==> config.mk <==
export PLATFORM = sky130hd
export DESIGN_NAME = mem_ctrl
export DESIGN_NICKNAME = d
export VERILOG_FILES = /design/src/rtl/mem_ctrl_pkg.sv /design/src/rtl/mem_ctrl_port_latch.sv /design/src/rtl/mem_ctrl.sv
export SDC_FILE = /design/constraint.sdc
export NUM_CORES = 1
export LEC_CHECK = 0
export ABC_AREA = 1
export CAP_MARGIN = 10
export CORE_MARGIN = 2
export CORE_UTILIZATION = 51
export DETAILED_ROUTE_END_ITERATION = 8
export PLACE_DENSITY = 0.8
export SLEW_MARGIN = 20
export SYNTH_ARGS = -nofsm -noshare
export SYNTH_HDL_FRONTEND = slang
export SYNTH_HIERARCHICAL = 1
export SYNTH_SLANG_ARGS = --single-unit
==> constraint.sdc <==
create_clock -name clk -period 6.3 [get_ports clk]
set_clock_uncertainty 0.15 [all_clocks]
set_input_delay 1.26 -clock clk [delete_from_list [all_inputs] [get_ports clk]]
set_output_delay 1.26 -clock clk [all_outputs]
set_load 0.1 [all_outputs]
==> src/rtl/mem_ctrl_pkg.sv <==
// mem_ctrl_pkg: shared widths, request encodings and controller state/port types
package mem_ctrl_pkg;
  localparam int ADDR_WIDTH = 32;
  localparam int DATA_WIDTH = 32;
  localparam logic [1:0] RW_READ = 2'b01;
  localparam logic [1:0] RW_WRITE = 2'b10;
  typedef enum logic [1:0] {IDLE, READ, WRITE, DONE} state_t;
  typedef enum logic {PORT_IF, PORT_LS} port_t;
endpackage

==> src/rtl/mem_ctrl_port_latch.sv <==
// mem_port_latch: holds one port's request pulse (rw_flag/addr/len/wdata in; req/req_* out) until granted, ignoring pulses while pending or active
module mem_port_latch
  import mem_ctrl_pkg::*;
#(
  parameter int ADDR_W = ADDR_WIDTH,
  parameter int DATA_W = DATA_WIDTH
) (
  input  logic              clk,
  input  logic              rst,
  input  logic              rdy,
  input  logic [1:0]        rw_flag,
  input  logic [ADDR_W-1:0] addr,
  input  logic [1:0]        len,
  input  logic [DATA_W-1:0] wdata,
  input  logic              active,
  input  logic              grant,
  output logic              req,
  output logic [ADDR_W-1:0] req_addr,
  output logic [1:0]        req_len,
  output logic [DATA_W-1:0] req_wdata,
  output logic              req_write
);
  logic valid, p_write, pulse;
  logic [ADDR_W-1:0] p_addr;
  logic [1:0] p_len;
  logic [DATA_W-1:0] p_wdata;
  assign pulse = |rw_flag && !active;
  assign req = valid || pulse;
  assign req_addr = valid ? p_addr : addr;
  assign req_len = valid ? p_len : len;
  assign req_wdata = valid ? p_wdata : wdata;
  assign req_write = valid ? p_write : |(rw_flag & RW_WRITE);
  always_ff @(posedge clk or posedge rst)
    if (rst) begin
      valid <= 1'b0;
      p_write <= 1'b0;
      p_addr <= '0;
      p_len <= '0;
      p_wdata <= '0;
    end else if (rdy) begin
      if (grant) valid <= 1'b0;
      else if (pulse && !valid) begin
        valid <= 1'b1;
        p_write <= |(rw_flag & RW_WRITE);
        p_addr <= addr;
        p_len <= len;
        p_wdata <= wdata;
      end
    end
endmodule

==> src/rtl/mem_ctrl.sv <==
// mem_ctrl: arbitrates fetch (if_*) and load/store (ls_*) requests onto a byte-wide sync RAM (ram_*), LS first, little-endian 1..4 byte transfers
module mem_ctrl
  import mem_ctrl_pkg::*;
#(
  parameter int ADDR_W = ADDR_WIDTH,
  parameter int DATA_W = DATA_WIDTH
) (
  input  logic              clk,
  input  logic              rst,
  input  logic              rdy,
  input  logic [1:0]        if_rw_flag,
  input  logic [ADDR_W-1:0] if_addr,
  input  logic [1:0]        if_len,
  output logic [DATA_W-1:0] if_read_data,
  output logic              if_busy,
  output logic              if_done,
  input  logic [1:0]        ls_rw_flag,
  input  logic [ADDR_W-1:0] ls_addr,
  input  logic [1:0]        ls_len,
  input  logic [DATA_W-1:0] ls_write_data,
  output logic [DATA_W-1:0] ls_read_data,
  output logic              ls_busy,
  output logic              ls_done,
  input  logic [7:0]        ram_din,
  output logic [7:0]        ram_dout,
  output logic [ADDR_W-1:0] ram_a,
  output logic              ram_wr
);
  state_t state, state_nxt;
  port_t owner;
  logic [ADDR_W-1:0] x_addr, if_a, ls_a;
  logic [1:0] x_len, cnt, cap_k, if_l, ls_l;
  logic [DATA_W-1:0] x_wdata, asm, asm_nxt, if_wd, ls_wd;
  logic tail, if_req, ls_req, if_w, ls_w, start, xfer, cap, finish_rd;
  mem_port_latch #(.ADDR_W(ADDR_W), .DATA_W(DATA_W)) u_if (
    .clk(clk), .rst(rst), .rdy(rdy), .rw_flag(if_rw_flag), .addr(if_addr), .len(if_len),
    .wdata('0), .active(xfer && owner == PORT_IF), .grant(start && !ls_req),
    .req(if_req), .req_addr(if_a), .req_len(if_l), .req_wdata(if_wd), .req_write(if_w)
  );
  mem_port_latch #(.ADDR_W(ADDR_W), .DATA_W(DATA_W)) u_ls (
    .clk(clk), .rst(rst), .rdy(rdy), .rw_flag(ls_rw_flag), .addr(ls_addr), .len(ls_len),
    .wdata(ls_write_data), .active(xfer && owner == PORT_LS), .grant(start && ls_req),
    .req(ls_req), .req_addr(ls_a), .req_len(ls_l), .req_wdata(ls_wd), .req_write(ls_w)
  );
  assign start = (state == IDLE || state == DONE) && (if_req || ls_req);
  assign xfer = state == READ || state == WRITE;
  // tail is the extra READ cycle that only captures the last byte; cnt-1 indexes the byte whose data is on ram_din
  assign cap = state == READ && (tail || cnt != 2'd0);
  assign cap_k = cnt - 2'd1;
  assign finish_rd = state == READ && tail;
  always_comb begin
    asm_nxt = asm;
    if (cap) asm_nxt[8*cap_k +: 8] = ram_din;
  end
  always_comb begin
    state_nxt = start ? ((ls_req ? ls_w : if_w) ? WRITE : READ)
      : state == DONE ? IDLE
      : state == WRITE && cnt == x_len ? DONE
      : finish_rd ? DONE
      : state;
  end
  always_ff @(posedge clk or posedge rst)
    if (rst) begin
      state <= IDLE;
      owner <= PORT_IF;
      x_addr <= '0;
      x_len <= '0;
      x_wdata <= '0;
      cnt <= '0;
      tail <= 1'b0;
      asm <= '0;
      if_read_data <= '0;
      ls_read_data <= '0;
    end else if (rdy) begin
      state <= state_nxt;
      cnt <= xfer ? cnt + 2'd1 : 2'd0;
      tail <= state == READ && !tail && cnt == x_len;
      asm <= start ? '0 : asm_nxt;
      owner <= start ? (ls_req ? PORT_LS : PORT_IF) : owner;
      x_addr <= start ? (ls_req ? ls_a : if_a) : x_addr;
      x_len <= start ? (ls_req ? ls_l : if_l) : x_len;
      x_wdata <= start ? (ls_req ? ls_wd : if_wd) : x_wdata;
      if_read_data <= finish_rd && owner == PORT_IF ? asm_nxt : if_read_data;
      ls_read_data <= finish_rd && owner == PORT_LS ? asm_nxt : ls_read_data;
    end
  assign ram_a = state == WRITE || (state == READ && !tail) ? x_addr + ADDR_W'(cnt) : '0;
  assign ram_wr = state == WRITE && rdy;
  assign ram_dout = state == WRITE ? x_wdata[8*cnt +: 8] : '0;
  assign if_busy = state != IDLE;
  assign ls_busy = state != IDLE;
  assign if_done = state == DONE && owner == PORT_IF;
  assign ls_done = state == DONE && owner == PORT_LS;
endmodule

==> flow_metrics.py, run 1 <==
metrics = {
    "sta": {
        "holdWs_ps": 319,
        "worst_slew_pin_slew_ps": 1050,
        "slew-limit-headroom_pct": 29.9,
        "setup-violations-final": 0,
        "timing.final.crit_period_ps": 5160,
        "setup_tns_ps": 0,
        "finalHoldViolCount": 0,
        "fin_ws_ps": 1140,
        "rsz0062_at_grt": "no",
        "fmax_mhz": 194,
        "slew_viol_final": 0,
        "min_period_over_period_pct": 81.9,
    },
    "cts": {
        "cts_resized": 0,
        "cts_root_buf": "clkbuf_16",
        "postCtsSetupBuffers": 0,
        "clock_sinks": 304,
        "clock_latency_ps": 510,
        "cts_buffers": 35,
        "cts_max_level": 2,
        "cts_tree": "yes",
        "cts.path.max_buffers": 3,
        "postCtsHoldBufs": 0,
        "clk_pin_slew_ps": 60,
    },
    "synthesis": {
        "yosys-mux-area-fraction_pct": 0,
        "synth_top_family_by_area": "simple AND/OR/NAND/NOR gates",
        "syn_area_per_cell_um2": 7.10,
        "synth-edff-count": 0,
        "synth_cells": 2266,
        "synth_compound_area_share_pct": 7.63,
        "synth_area_um2": 16100,
        "synth_cell_types": 34,
        "ys_ff_latch": 304,
        "synth-adder-area-share_pct": 0.979,
        "yosysWarnings": 6,
        "synth-xor-area-share_pct": 0.381,
        "synth_simple_gate_area_share_pct": 37.5,
        "async_reset_ff_share_pct": 100,
        "synth-main-ff-cell": "dfrtp_1",
        "yosysSeqAreaShare_pct": 47.3,
    },
    "critical_path": {
        "path_max_fanout": 21,
        "cp_slowest_stage_delay_ps": 1120,
        "worst-setup-path-type": "flop to primary output",
        "critical_path.slowest_cell": "clkdlybuf4s50_1",
        "endpoint_kind": "primary output",
        "critPathRequiredTime_ps": 4890,
        "cp_data_arrival_time_ps": 3750,
        "cp-start-kind": "flop",
        "worstPathCellList": "inv_1, ha_1, clkinv_1, nand2_1, inv_1, a21oi_1, o21a_1, clkdlybuf4s50_1",
        "crit_top_cell": "inv_1",
        "critical-path-top-delay-family": "buffers and inverters",
        "critical_path_buf_inv_count": 4,
    },
    "final_layout": {
        "area_growth_pct": 22.4,
        "layout.nets": 2607,
        "drive_gt1_share_pct": 4.28,
    },
    "pwr": {
        "power.leakage_nw": 9.91,
        "netSwitchingFraction_pct": 53.8,
        "p_per_area_nw_per_um2": 619,
        "power_frac_seq_pct": 27.5,
        "p_sw_w": 0.00656,
        "pwr-share-clk_pct": 16.2,
        "combPwrFrac_pct": 56.3,
        "vdd_drop_max_mv": 0.408,
        "p_int_w": 0.00563,
        "power_w": 0.0122,
    },
    "floorplanning": {
        "initial_core_util_pct": 51.4,
        "die_height_um": 182,
        "die_area_um2": 33000,
        "die_w_um": 182,
        "rows": 65,
        "io_pins": 224,
        "core_area_um2": 31300,
    },
    "flow_run": {
        "cap_violations": 0,
    },
    "detailed_routing": {
        "routed_wl_um": 47700,
        "via_count": 15681,
        "wl_per_cell_um": 16.4,
        "drt-vias-per-instance": 5.40,
        "drc": 0,
        "drtPass1Iterations": 7,
        "drtIter0Drc": 1545,
        "drtAntennaViolNets": 0,
    },
    "global_routing": {
        "grt_pass1_wl_um": 77200,
        "grt_usage_pct": 29.0,
        "antenna_found_initial": 2,
        "grt_pass1_vias": 14552,
        "grt_max_degree": 106,
        "grt_remaining_overflow": 0,
    },
    "place": {
        "gp_congestion": 0.901,
        "place_hpwl_um": 32500,
        "dpl_worst_slack_ps": 1670,
        "port_buffers": 223,
    },
    "run_status": {
        "status": "finished, final reports clean",
    },
    "worst_hold_path": {
        "hold_class": "flop to flop",
    },
}
## cells in the mapped netlist, drive strengths merged, types with 2 or more instances
cell type	number	area, um^2
nand3	174	871
ha	11	138
nor2	282	1100
clkinv	2	7.51
nand2	1059	3990
buf	79	500
o21ai	93	477
dfrtp	304	7610
inv	82	308
o31ai	66	495
xor2	4	35.0
a21oi	21	105
a31oi	22	138
xnor2	3	26.3
clkbuf	51	191
nor3	6	51.3
## stage by stage
| stage | area, um^2 | instances | util, % |
|---|---|---|---|
| detailed placement | 18600 | 2845 | 59.3 |
| finish | 19700 | 2905 | 62.9 |
| global placement | 18600 | 2845 | 59.3 |
| floorplan | 16300 | 2329 | - |
| global route | 19700 | 2905 | 62.9 |
| CTS | 19700 | 2903 | 62.9 |
## worst paths after layout
kind	to	from	slack [ps]	depth (start not counted)
worst min-delay path	u_ls/p_addr[24]	u_ls/p_addr[24]	320	2
max in group asynchronous	if_read_data[11]	rst	3610	3
worst max register to register	asm[25]	state[0]	2490	11
min in group asynchronous	u_ls/p_wdata[5]	rst	1240	2
worst min register to register	u_ls/p_addr[24]	u_ls/p_addr[24]	320	2
worst max-delay path	ram_a[4]	state[0]	1140	8
## worst reg2reg max path, cell delays in order, from the launching register on
cell	delay, ps
dfrtp_1	390
inv_1	80
ha_1	410
nand2_1	100
inv_1	140
o21ai_4	190
buf_4	660
o21ai_4	210
nand2_1	250
clkinv_1	690
nand2_1	270
o21ai_0	120
## registers in the layout, summed over array words and instances (netlist names)
signal	cells
asm	32
cnt	2
if_read_data	32
ls_read_data	32
owner	1
state	2
tail	1
u_if/p_addr	32
u_if/p_len	2
u_if/p_wdata	32
u_if/p_write	1
u_if/valid	1
u_ls/p_addr	32
u_ls/p_len	2
u_ls/p_wdata	32
u_ls/p_write	1
u_ls/valid	1
x_addr	32
x_len	2
x_wdata	32
## area by class of cell
cell class	instances	area, um^2
fillers	2752	11600
multi-input cells	1811	7750
flip-flops and latches	304	7610
repair buffers	244	2400
clock buffers	54	1060
well taps	402	503
inverters	84	323
clock inverters	4	52.6
diodes	2	5.00
## power groups by stage
stage,clock network (W),logic [W],registers (W)
global route,0.00207,0.00739,0.00344
finish,0.00197,0.00686,0.00335
floorplan,0,0.00394,0.00447
detailed placement,0,0.00678,0.00336
CTS,0.00200,0.00682,0.00334
global placement,0,0.00668,0.00333
## logic make-up (layout without fill, tap and decap cells)
| family | after synthesis | after routing |
|---|---|---|
| other cells | 1 | 66 |
| compound gates | 204 | 204 |
| fa+ha+maj | 12 | 12 |
| buf+inv | 214 | 386 |
| xor+xnor | 7 | 7 |
| simple gates | 1524 | 1524 |
| flops | 304 | 304 |
## per-layer routing
metal | global-route usage (%) | wire length (um)
met3 | 3.51 | 3660
met5 | 0 | 0
met1 | 43.1 | 21000
met4 | 8.75 | 1350
met2 | 44.7 | 21800
## placed cells by master, fill, tap and decap left out, types with 22 or more instances in the layout
cell type / n
clkdlybuf4s50_1: 222
nand2_1: 1053
o31ai_1: 66
a31oi_1: 22
o21ai_0: 87
dfrtp_1: 302
inv_1: 70
conb_1: 64
nand3_1: 174
nor2_1: 273
clkbuf_16: 35
No activity file was read; power rests on OpenSTA's default activity.
==> run 2, diff against run 1 <==
Settings changed: CORE_UTILIZATION 51 to 56, PLACE_DENSITY 0.8 to 0.83.
Clock period 6.3 ns to 4.76 ns, I/O delays scaled along.
==> run 2 against run 1 <==
Critical path type unchanged. Cell count shrank 0.62%. Clock power rose by 34%. Setup slack worse by 590 ps. Sequential share of layout area is 0.17 points higher. Sequential power up 33%. Combinational power up 31%.
==> flow_metrics.py, run 2 (synthesis results as in run 1) <==
metrics = {
    "run_status": {
        "status": "finished, final reports clean",
    },
    "sta": {
        "setup-violations-final": 0,
        "worst_slew_pin_slew_ps": 1050,
        "finalHoldViolCount": 0,
        "setup_tns_ps": 0,
        "fin_ws_ps": 547,
        "rsz0062_at_grt": "no",
        "holdWs_ps": 320,
        "slew_viol_final": 0,
        "fmax_mhz": 237,
        "timing.final.crit_period_ps": 4210,
        "min_period_over_period_pct": 88.5,
        "slew-limit-headroom_pct": 29.6,
    },
    "detailed_routing": {
        "drtPass1Iterations": 6,
        "drc": 0,
        "drtIter0Drc": 1754,
        "wl_per_cell_um": 16.2,
        "via_count": 15722,
        "routed_wl_um": 46800,
        "drt-vias-per-instance": 5.45,
        "drtAntennaViolNets": 0,
    },
    "pwr": {
        "p_per_area_nw_per_um2": 820,
        "power_frac_seq_pct": 27.7,
        "pwr-share-clk_pct": 16.4,
        "power.leakage_nw": 9.99,
        "vdd_drop_max_mv": 0.565,
        "p_sw_w": 0.00864,
        "combPwrFrac_pct": 55.9,
        "netSwitchingFraction_pct": 53.7,
        "p_int_w": 0.00744,
    },
    "cts": {
        "cts_root_buf": "clkbuf_16",
        "cts_tree": "yes",
        "postCtsHoldBufs": 0,
        "cts_buffers": 31,
        "cts_resized": 0,
        "clock_sinks": 304,
        "clock_latency_ps": 560,
        "cts.path.max_buffers": 3,
        "cts_max_level": 1,
        "clk_pin_slew_ps": 60,
        "postCtsSetupBuffers": 0,
    },
    "global_routing": {
        "grt.busiest_layer": "met2",
        "antenna_found_initial": 0,
        "grt_pass1_vias": 14508,
        "use_met1_pct": 44.7,
        "grt_usage_pct": 30.5,
        "grt_max_degree": 169,
        "grt_remaining_overflow": 0,
        "gr-usage-met3_pct": 3.62,
        "grt_pass1_wl_um": 75000,
        "use_met2_pct": 48.7,
    },
    "worst_hold_path": {
        "hold_class": "flop to flop",
    },
    "place": {
        "gp_congestion": 0.915,
        "placed_area_um2": 18500,
        "port_buffers": 223,
        "place_hpwl_um": 31700,
        "dpl_worst_slack_ps": 1000,
    },
    "floorplanning": {
        "die_w_um": 174,
        "die_area_um2": 30100,
        "io_pins": 224,
        "initial_core_util_pct": 56.5,
        "core_area_um2": 28500,
        "die_height_um": 174,
        "rows": 62,
    },
    "critical_path": {
        "cp_data_arrival_time_ps": 3110,
        "cp-start-kind": "flop",
        "path_max_fanout": 21,
        "critPathRequiredTime_ps": 3660,
        "endpoint_kind": "primary output",
        "worst-setup-path-type": "flop to primary output",
    },
    "final_layout": {
        "fillers": 2356,
        "drive_gt1_share_pct": 5.91,
        "multiInputGateArea_um2": 7750,
        "area_growth_pct": 21.8,
        "fin_util_pct": 68.9,
        "layout.nets": 2606,
        "finalInstanceArea_um2": 19600,
        "mostFrequentLayoutCells": "nand2_1, dfrtp_1, nor2_1",
        "final_common_cell": "nand2_1",
        "antenna_cells": 0,
        "register_area_um2": 7610,
    },
    "flow_run": {
        "cap_violations": 0,
    },
}
==> run 2: changes by cell type in the layout (fill, tap and decap cells not counted), sizes merged <==
cell           change
clkbuf             -5
diode              -2
clkinvlp           +2
inv                -1
bufinv             +4
buf               +43
clkinv             -1
clkdlybuf4s50     -40
==> run 2: final timing paths <==
path / from / to / slack, ps / cells past startpoint
max: state[0] / ram_a[4] / 550 / 8
min: u_ls/p_wdata[25] / u_ls/p_wdata[25] / 320 / 2
min reg2reg: u_ls/p_wdata[25] / u_ls/p_wdata[25] / 320 / 2
min in group asynchronous: rst / u_if/p_addr[1] / 750 / 2
max in group asynchronous: rst / u_if/valid / 2630 / 3
max reg2reg: state[0] / x_addr[22] / 1460 / 10
==> run 2: metal layers <==
layer / wire, um / vias up / part of all wire [%]
met3: 4040 / 85 / 8.6
met5: 0 / - / 0
met4: 1030 / 0 / 2.2
met1: 20400 / 7405 / 44
li1: - / 7515 / -
met2: 21300 / 717 / 46
==> run 2: cell type report <==
| class | count | share of cell area [%] |
|---|---|---|
| clock inverter | 8 | 0.874 |
| clock buffer | 49 | 4.76 |
| sequential | 304 | 38.8 |
| tap | 384 | 2.45 |
| inverter | 84 | 1.63 |
| multi-input combinational | 1811 | 39.5 |
| timing repair buffer | 247 | 12.0 |
==> run 2: metrics by stage <==
step,std cells,power [W]
after CTS,2887,0.0160
final,2887,0.0161
after global placement,2830,0.0131
after floorplan,2329,0.0111
after global routing,2887,0.0170
after detailed placement,2830,0.0133
==> run 2: power by group through the flow <==
| stage | Combinational, W | Clock, W | Sequential (W) |
|---|---|---|---|
| finish | 0.00900 | 0.00264 | 0.00445 |
| global route | 0.00966 | 0.00276 | 0.00456 |
| CTS | 0.00892 | 0.00265 | 0.00442 |
| detailed placement | 0.00887 | 0 | 0.00445 |
| global placement | 0.00874 | 0 | 0.00440 |
| floorplan | 0.00522 | 0 | 0.00592 |
==> run 2: worst max-delay path: stages (launching register included) <==
cell and delay, ps:
dfrtp_1 430, inv_1 100, ha_1 180, clkinv_1 300, nand2_1 470, inv_1 400
a21oi_1 220, o21a_1 150, buf_4 280
